[config.mk]
export PLATFORM = sky130hd
export DESIGN_NAME = collision_detect_flat
export DESIGN_NICKNAME = d
export VERILOG_FILES = /design/src/rtl/collision_detect_if.sv /design/src/rtl/collision_detect.sv /design/src/flat_wrapper.sv
export SDC_FILE = /design/constraint.sdc
export NUM_CORES = 1
export LEC_CHECK = 0
export CORE_ASPECT_RATIO = 0.9
export CORE_MARGIN = 5
export CORE_UTILIZATION = 27
export DETAILED_ROUTE_END_ITERATION = 8
export GPL_ROUTABILITY_DRIVEN = 0
export GPL_TIMING_DRIVEN = 1
export PLACE_DENSITY = 0.57
export SYNTH_ARGS = -nofsm -noshare
export SYNTH_HDL_FRONTEND = slang
export SYNTH_SLANG_ARGS = --single-unit
[constraint.sdc]
create_clock -name clk -period 3.81 [get_ports clk]
set_input_delay 0.5715 -clock clk [delete_from_list [all_inputs] [get_ports clk]]
set_output_delay 0.5715 -clock clk [all_outputs]
set_load 0.01 [all_outputs]
[src/rtl/collision_detect_if.sv]
// Pixel-stream bus between the VGA scan/renderers and the collision detector,
// plus the detector's result signals fed back to the goose renderer and score logic.
interface collision_detect_if;
  logic [9:0] x;
  logic [9:0] y;
  logic       pix_en;
  logic       goose;
  logic       obstacle;
  logic       check_hit;
  logic [9:0] hit_x;
  logic [9:0] hit_y;
  logic       armed;

  modport master (
    output x, y, pix_en, goose, obstacle,
    input  check_hit, hit_x, hit_y, armed
  );

  modport slave (
    input  x, y, pix_en, goose, obstacle,
    output check_hit, hit_x, hit_y, armed
  );
endinterface

[src/rtl/collision_detect.sv]
// Per-pixel goose/obstacle collision detector: counts overlaps per frame after a
// grace period and latches a sticky hit with the first overlapping pixel's location.
module collision_detect #(
  parameter int H_ACTIVE      = 640,
  parameter int V_ACTIVE      = 480,
  parameter int HIT_THRESHOLD = 4,
  parameter int GRACE_FRAMES  = 60
) (
  input logic          clk,
  input logic          reset,
  collision_detect_if.slave pix
);

  typedef enum logic [1:0] {GRACE, ARMED, HIT} state_t;

  localparam logic [9:0]  H_LIM      = 10'(H_ACTIVE);
  localparam logic [9:0]  V_LIM      = 10'(V_ACTIVE);
  localparam logic [9:0]  H_LAST     = 10'(H_ACTIVE - 1);
  localparam logic [9:0]  V_LAST     = 10'(V_ACTIVE - 1);
  localparam logic [15:0] THRESH     = 16'(HIT_THRESHOLD);
  localparam logic [7:0]  GRACE_INIT = 8'(GRACE_FRAMES);
  localparam state_t      RESET_STATE = (GRACE_FRAMES == 0) ? ARMED : GRACE;
  localparam logic        RESET_ARMED = (GRACE_FRAMES == 0);

  state_t      state, state_n;
  logic [7:0]  grace_cnt, grace_cnt_n;
  logic [15:0] ovl_cnt, ovl_cnt_n, ovl_inc;
  logic [9:0]  first_x, first_y, first_x_n, first_y_n;
  logic [9:0]  hit_x_q, hit_y_q, hit_x_n, hit_y_n;
  logic        check_hit_q, armed_q;
  logic        sample, overlap, frame_end;

  always_comb begin
    sample    = pix.pix_en && (pix.x < H_LIM) && (pix.y < V_LIM);
    overlap   = sample && pix.goose && pix.obstacle;
    frame_end = pix.pix_en && (pix.x == H_LAST) && (pix.y == V_LAST);
    ovl_inc   = (ovl_cnt == 16'hFFFF) ? ovl_cnt : ovl_cnt + 16'd1;
  end

  // Next-state logic; an overlap on the frame-end pixel is folded into the count
  // before the threshold compare, and the per-frame count always clears at frame end.
  always_comb begin
    state_n     = state;
    grace_cnt_n = grace_cnt;
    ovl_cnt_n   = ovl_cnt;
    first_x_n   = first_x;
    first_y_n   = first_y;
    hit_x_n     = hit_x_q;
    hit_y_n     = hit_y_q;
    case (state)
      GRACE: begin
        if (frame_end) begin
          if (grace_cnt <= 8'd1) state_n = ARMED;
          else                   grace_cnt_n = grace_cnt - 8'd1;
        end
      end
      ARMED: begin
        if (overlap) begin
          ovl_cnt_n = ovl_inc;
          if (ovl_cnt == 16'd0) begin
            first_x_n = pix.x;
            first_y_n = pix.y;
          end
        end
        if (frame_end) begin
          if (ovl_cnt_n >= THRESH) begin
            state_n = HIT;
            hit_x_n = first_x_n;
            hit_y_n = first_y_n;
          end
          ovl_cnt_n = 16'd0;
          first_x_n = 10'd0;
          first_y_n = 10'd0;
        end
      end
      HIT: begin
        state_n = HIT;
      end
      default: begin
        state_n = RESET_STATE;
      end
    endcase
  end

  // Reset wins over any simultaneous frame end, including one that would hit.
  always_ff @(posedge clk) begin
    if (reset) begin
      state       <= RESET_STATE;
      grace_cnt   <= GRACE_INIT;
      ovl_cnt     <= 16'd0;
      first_x     <= 10'd0;
      first_y     <= 10'd0;
      hit_x_q     <= 10'd0;
      hit_y_q     <= 10'd0;
      check_hit_q <= 1'b0;
      armed_q     <= RESET_ARMED;
    end else begin
      state       <= state_n;
      grace_cnt   <= grace_cnt_n;
      ovl_cnt     <= ovl_cnt_n;
      first_x     <= first_x_n;
      first_y     <= first_y_n;
      hit_x_q     <= hit_x_n;
      hit_y_q     <= hit_y_n;
      check_hit_q <= (state_n == HIT);
      armed_q     <= (state_n == ARMED);
    end
  end

  assign pix.check_hit = check_hit_q;
  assign pix.hit_x     = hit_x_q;
  assign pix.hit_y     = hit_y_q;
  assign pix.armed     = armed_q;

endmodule

[src/flat_wrapper.sv]
// flat-port wrapper written by rule: the top's interface ports become plain ports
module collision_detect_flat 
#(
  parameter int H_ACTIVE      = 640,
  parameter int V_ACTIVE      = 480,
  parameter int HIT_THRESHOLD = 4,
  parameter int GRACE_FRAMES  = 60
)
  (clk, reset, pix_x, pix_y, pix_pix_en, pix_goose, pix_obstacle, pix_check_hit, pix_hit_x, pix_hit_y, pix_armed);
  collision_detect_if pix_i ();
  input logic clk;
  input logic reset;
  input wire logic [$bits(pix_i.x)-1:0] pix_x;
  input wire logic [$bits(pix_i.y)-1:0] pix_y;
  input wire logic [$bits(pix_i.pix_en)-1:0] pix_pix_en;
  input wire logic [$bits(pix_i.goose)-1:0] pix_goose;
  input wire logic [$bits(pix_i.obstacle)-1:0] pix_obstacle;
  output wire logic [$bits(pix_i.check_hit)-1:0] pix_check_hit;
  output wire logic [$bits(pix_i.hit_x)-1:0] pix_hit_x;
  output wire logic [$bits(pix_i.hit_y)-1:0] pix_hit_y;
  output wire logic [$bits(pix_i.armed)-1:0] pix_armed;
  assign pix_i.x = pix_x;
  assign pix_i.y = pix_y;
  assign pix_i.pix_en = pix_pix_en;
  assign pix_i.goose = pix_goose;
  assign pix_i.obstacle = pix_obstacle;
  assign pix_check_hit = pix_i.check_hit;
  assign pix_hit_x = pix_i.hit_x;
  assign pix_hit_y = pix_i.hit_y;
  assign pix_armed = pix_i.armed;
  collision_detect #(.H_ACTIVE(H_ACTIVE), .V_ACTIVE(V_ACTIVE), .HIT_THRESHOLD(HIT_THRESHOLD), .GRACE_FRAMES(GRACE_FRAMES)) u_core (.clk(clk), .reset(reset), .pix(pix_i));
endmodule
==> impl_metrics.csv, run 1 <==
group,metric,value,unit
clock_network,numCtsBuffers,9,
floorplanning,die_w,133,um
yosys,synth.distinct_cells,47,
yosys,synth_edf_count,0,
clock_network,clock-root-buffer,"clkbuf_16",
global_routing,overflow,0,
sta,timing.fmax,305,MHz
yosys,syn_inst,438,
layout,syn_to_final_growth,25.7,%
yosys,synthXorXnorAreaFrac,2.87,%
yosys,syn_area_per_cell,8.37,um^2
yosys,ys.flop_type,"dfxtp_1",
yosys,syn_area,3660,um^2
yosys,ys_seq_elements,68,
worst_hold_path,worstHoldPathType,"register to register",
floorplanning,coreArea,13300,um^2
global_routing,grtUsageMet3,2.70,%
layout,fillerInstances,1377,
routing,drtAntennaViolNets,0,
sta,fin_hold_ws,0.452,ns
layout,drive_gt1_share,10.8,%
clock_network,cts_tree,"yes",
yosys,synth_nets,467,
routing,drt_iter0_drc,215,
clock_network,ctsHoldBuffers,0,
power_and_ir_drop,power_density,363,nW/um^2
sta,worstMarginPinSlew,0.574,ns
power_and_ir_drop,ir_drop,204,uV
clock_network,clk_pin_slew_worst_paths,0.06,ns
flow_run,cap_violations,0,
sta,fin_crit_sh,86.0,%
routing,wl,9470,um
placed_design,dpl.hpwl,6770,um
worst_setup_path,crit_path_start_kind,"register",
layout,nets,504,
sta,rsz0062_at_grt,"no",
sta,hold_violations,0,
clock_network,post_cts_buffers,0,
global_routing,grt_pass1_vias,3142,
power_and_ir_drop,leakage,1.54,nW
layout,multi_input_area,2150,um^2
clock_network,htreeDepth,3,
routing,wire_per_inst,14.6,um
yosys,synth_top_family_by_area,"simple AND/OR/NAND/NOR gates",
global_routing,met1_usage,15.8,%
placed_design,pre_cts_ws,0.315,ns
yosys,yosys_warnings,0,
global_routing,grt_usage,12.0,%
yosys,yosysSeqAreaShare,37.1,%
floorplanning,pin_count,47,
floorplanning,rows,40,
yosys,synthMuxAreaShare,13.6,%
run_status,status,"finished clean",
clock_network,clkLatencyLatePin,0.32,ns
global_routing,grt-busiest-layer,"met2",
floorplanning,die-height,121,um
clock_network,ctsResizeCount,0,
worst_setup_path,worstPathRequired,4.02,ns
yosys,async_reset_ff_share,0,%
sta,worst_slack,0.534,ns
yosys,synth_compound_area_share,11.7,%
sta,skew,0.00866,ns
routing,drc,0,
floorplanning,dieArea,16000,um^2
sta,layout_min_cycle_time,3.28,ns
sta,setup_viol,0,
global_routing,grt_pass1_wl,15900,um
floorplanning,start_util,27.5,%
global_routing,grt_max_degree,31,
routing,via_per_inst,5.00,
power_and_ir_drop,p_total,1.67,mW
layout,n_antenna_cell,0,
routing,num_vias,3237,
sta,finalSetupTns,0,ns
clock_network,cts.path.max_buffers,2,
sta,slew_headroom,61.7,%
routing,drt-pass1-iter-count,5,
placed_design,portBuffers,46,
worst_setup_path,path_class,"register to register",
yosys,synth_fa_ha_area_share,1.37,%
yosys,yosys.area_share.simple,29.1,%
global_routing,antenna_found_initial,0,
worst_setup_path,crit_arrival,3.48,ns
global_routing,use_met2,19.7,%
clock_network,numClockSinks,68,
sta,drv_slew,0,
layout,seqCellArea,1360,um^2
worst_setup_path,end_kind,"register",
worst_setup_path,critPathMaxFanout,22,
-- metal layers --
| layer | part of all wire, % | vias to the layer above |
|---|---|---|
| li1 | - | 1631 |
| met1 | 48 | 1536 |
| met2 | 47 | 66 |
| met3 | 3.7 | 4 |
| met4 | 0.86 | 0 |
| met5 | 0 | - |
-- path summary, 6_finish.rpt --
path	from	slack, ns	to	cells past startpoint
hold reg to reg	u_core.first_y[8]	0.45	u_core.first_y[8]	2
setup / recovery	u_core.ovl_cnt[0]	0.53	u_core.pix.hit_x[9]	9
setup reg to reg	u_core.ovl_cnt[0]	0.53	u_core.pix.hit_x[9]	9
hold / removal	u_core.first_y[8]	0.45	u_core.first_y[8]	2
-- critical path, cell delays in order (launching register included) --
cell and delay (ns):
dfxtp_1 0.45, ha_1 0.37, nand4_1 0.23, nor4_2 0.57, nand2b_1 0.26, o21ai_0 0.12, a211oi_1 0.35, a311o_2 0.25
buf_12 0.19, mux2_1 0.34
-- kinds of logic after synthesis --
family / Yosys count
flip-flops: 68
buffers and inverters: 35
AND/OR/NAND/NOR: 204
AO/OA/AOI/OAI: 74
multiplexers: 41
XOR/XNOR: 12
adder cells (fa/ha/maj): 4
-- synthesized netlist by cell type, types with 3 or more instances --
library cell / number / area share [%]
a211oi_1: 3 / 0.61
nand4_1: 12 / 2.0
nand2_1: 55 / 5.6
nor2b_1: 20 / 3.4
nand2b_1: 7 / 1.2
mux2_4: 17 / 7.0
ha_1: 4 / 1.4
nand4b_1: 7 / 1.7
a31oi_1: 7 / 1.2
dfxtp_1: 68 / 37
a22oi_1: 3 / 0.61
nor3_1: 9 / 1.2
or3_1: 3 / 0.51
a21oi_1: 38 / 5.2
mux2i_1: 21 / 5.7
nor2_1: 47 / 4.8
inv_1: 6 / 0.61
nor4_1: 11 / 1.9
nand3_1: 12 / 1.6
xnor2_1: 7 / 1.7
xor2_1: 5 / 1.2
and3_1: 4 / 0.68
nor4b_1: 3 / 0.72
o21ai_0: 15 / 2.0
buf_2: 6 / 0.82
clkbuf_1: 19 / 1.9
-- sequential cells by signal, summed over array words and instances, names as in the netlist --
name and count:
u_core.ovl_cnt 16, u_core.pix.hit_x 10, u_core.pix.hit_y 10, u_core.pix.armed 1
u_core.first_x 10, u_core.first_y 10, u_core.grace_cnt 8, u_core.state 2
u_core.pix.check_hit 1
-- cell type report --
class	count	area share, %
multi-input cells	335	46.8
flip-flops and latches	68	29.5
repair buffers	55	11.6
clock buffers	9	4.89
well taps	168	4.56
clock inverters	7	2.14
inverters	6	0.489
-- power breakdown --
part / switching [mW] / internal [mW]
clock network: 0.319 / 0.577
logic: 0.0368 / 0.0309
registers: 0.0000000360 / 0.711
total: 0.356 / 1.32
-- layout by cell type, fill, tap and decap left out, types with 8 or more instances in the layout --
cell type	netlist	routed
a21oi_1	38	38
buf_4	0	8
clkbuf_16	0	9
clkdlybuf4s50_1	0	45
dfxtp_1	68	68
mux2_4	17	17
mux2i_1	21	21
nand2_1	55	55
nand3_1	12	12
nand4_1	12	12
nor2_1	47	47
nor2b_1	20	20
nor3_1	9	8
nor4_1	11	11
o21ai_0	15	14
-- stage by stage --
| step | utilization, % | cell area, um^2 | std cells |
|---|---|---|---|
| 2_1_floorplan | - | 3660 | 438 |
| 3_3_place_gp | 32.2 | 4280 | 632 |
| 3_5_place_dp | 32.2 | 4280 | 632 |
| 4_1_cts | 34.6 | 4610 | 648 |
| 5_1_grt | 34.6 | 4610 | 648 |
| 6_report | 34.6 | 4610 | 648 |
No activity file was read; power rests on OpenSTA's default activity.
==> run 2, diff against run 1 <==
Settings changed: CORE_ASPECT_RATIO 0.9 to unset, CORE_MARGIN 5 to 2.
==> run 2 against run 1 <==
Against the previous run:
- final cell count rose by 1.2%
- register-to-register slack improved by 0.08 ns
- count of clock-buffer cells in the layout did not move
- global-route usage increased by 1.2 points
- critical path depth increased by 1
- largest power group unchanged
- maximum frequency up 2.0%
- non-clock buffer count is the same
- combinational power decreased by 1%
- design area rose by 0.22%
- highest routed layer unchanged
==> impl_metrics.csv, run 2 (synthesis results as in run 1) <==
group,metric,value,unit
worst_setup_path,path_class,"primary input to register",
global_routing,grt_usage,13.2,%
routing,drt-pass1-iter-count,4,
layout,top_register,"u_core.ovl_cnt",
power_and_ir_drop,leakage,1.54,nW
floorplanning,coreArea,13200,um^2
clock_network,clk_pin_slew_worst_paths,0.06,ns
power_and_ir_drop,switching_share,21.8,%
sta,rsz0062_at_grt,"no",
power_and_ir_drop,p_comb_share,4.0,%
routing,routed.top_layer,"met4",
global_routing,antenna_found_initial,0,
routing,drtAntennaViolNets,0,
placed_design,dpl_cell_area,4290,um^2
floorplanning,die_w,121,um
layout,largest_reg_flops,16,
worst_setup_path,end_kind,"register",
routing,wl_met3,292,um
layout,most-common-layout-cells,"68 x dfxtp_1, 55 x nand2_1, 47 x nor2_1",
power_and_ir_drop,seq_power_share,42.2,%
power_and_ir_drop,power.switching,0.368,mW
clock_network,numCtsBuffers,9,
sta,layout_min_cycle_time,3.21,ns
sta,hold_violations,0,
layout,fin_area,4620,um^2
worst_hold_path,worstHoldPathType,"register to register",
power_and_ir_drop,internal_power,1.32,mW
floorplanning,dieArea,14500,um^2
layout,syn_to_final_growth,26.0,%
run_status,status,"finished clean",
routing,wl,9110,um
sta,fin_crit_sh,84.3,%
layout,layout_commonest_cell,"dfxtp_1",
worst_setup_path,worstPathRequired,4.03,ns
clock_network,numClockSinks,68,
clock_network,cts_tree,"yes",
routing,via_per_inst,4.92,
clock_network,ctsResizeCount,0,
clock_network,htreeDepth,3,
routing,wire_per_inst,13.9,um
floorplanning,pin_count,47,
power_and_ir_drop,ir_drop,210,uV
global_routing,grt_pass1_wl,15200,um
floorplanning,rows,42,
global_routing,grt_max_degree,39,
sta,worstMarginPinSlew,0.663,ns
routing,drc,0,
layout,nets,504,
placed_design,portBuffers,46,
clock_network,clkLatencyLatePin,0.34,ns
sta,setup_viol,0,
layout,drive_gt1_share,10.8,%
clock_network,cts.path.max_buffers,2,
clock_network,clock-root-buffer,"clkbuf_16",
global_routing,overflow,0,
sta,skew,0.00731,ns
power_and_ir_drop,p_total,1.69,mW
sta,drv_slew,0,
floorplanning,die-height,121,um
clock_network,ctsHoldBuffers,0,
routing,wl_met1,4340,um
floorplanning,start_util,27.7,%
sta,timing.fmax,311,MHz
worst_setup_path,crit_path_start_kind,"primary input",
worst_setup_path,crit_path_top_delay_cell,"clkdlybuf4s50_1",
layout,n_antenna_cell,0,
clock_network,post_cts_buffers,0,
power_and_ir_drop,pwr-share-clk,53.9,%
routing,dr_wl_met2,4240,um
routing,num_vias,3228,
placed_design,pre_cts_ws,0.266,ns
global_routing,grt_pass1_vias,3059,
placed_design,dpl.hpwl,6470,um
routing,drt_iter0_drc,266,
sta,slew_headroom,55.8,%
power_and_ir_drop,power_density,365,nW/um^2
worst_setup_path,path_cells,"clkdlybuf4s50_1, or2_4, a221oi_2, buf_4, o211ai_1, mux2_2, a211oi_1, a311o_2, buf_12, mux2_1",
worst_setup_path,critPathMaxFanout,22,
worst_setup_path,crit_arrival,3.44,ns
sta,finalSetupTns,0,ns
worst_setup_path,slowest_delay,0.44,ns
flow_run,cap_violations,0,
sta,worst_slack,0.597,ns
## run 2: cell counts in the layout (fill, tap and decap cells not counted)
Identical to the previous run, type by type.
## run 2: layout make-up
type	instances	area [um^2]
Clock buffer	9	225
Clock inverter	7	98.8
Fill cell	1391	8620
Inverter	6	22.5
Multi-Input combinational cell	335	2150
Sequential cell	68	1360
Tap cell	176	220
Timing Repair Buffer	55	536
## run 2: per-stage QoR
step,util (%),hold slack (ns),std cells
6_report,34.9,0.449,656
5_1_grt,34.9,0.474,656
4_1_cts,34.9,0.452,656
3_5_place_dp,32.4,0.444,640
3_3_place_gp,32.4,0.437,640
2_1_floorplan,-,0.431,438
## run 2: metal layers
layer | vias to the layer above | global-route usage [%]
met3 | 19 | 2.26
met1 | 1518 | 17.4
li1 | 1627 | -
met4 | 0 | 7.19
met5 | - | 0
met2 | 64 | 20.4
## run 2: worst paths after layout
path | startpoint | end | slack (ns) | depth (start not counted)
worst max-delay path | pix_x[8] | u_core.pix.hit_x[9] | 0.60 | 10
worst min-delay path | u_core.first_x[4] | u_core.first_x[4] | 0.45 | 2
worst max register to register | u_core.ovl_cnt[0] | u_core.pix.hit_x[9] | 0.61 | 9
worst min register to register | u_core.first_x[4] | u_core.first_x[4] | 0.45 | 2
## run 2: power groups by stage
stage                     registers, mW  clock network [mW]  logic (mW)
after detailed placement          0.727                   0      0.0673
after global routing              0.711               0.955      0.0722
after global placement            0.727                   0      0.0670
after floorplan                   0.727                   0      0.0239
final                             0.711               0.909      0.0670
after CTS                         0.711               0.927      0.0673
## run 2: worst max-delay path: cells and delay by family
kind / cells / cell delay [ns]
AOI/OAI and AO/OA: 4 / 1.05
buffers and inverters: 3 / 0.84
muxes: 2 / 0.68
and+or+nand+nor: 1 / 0.29
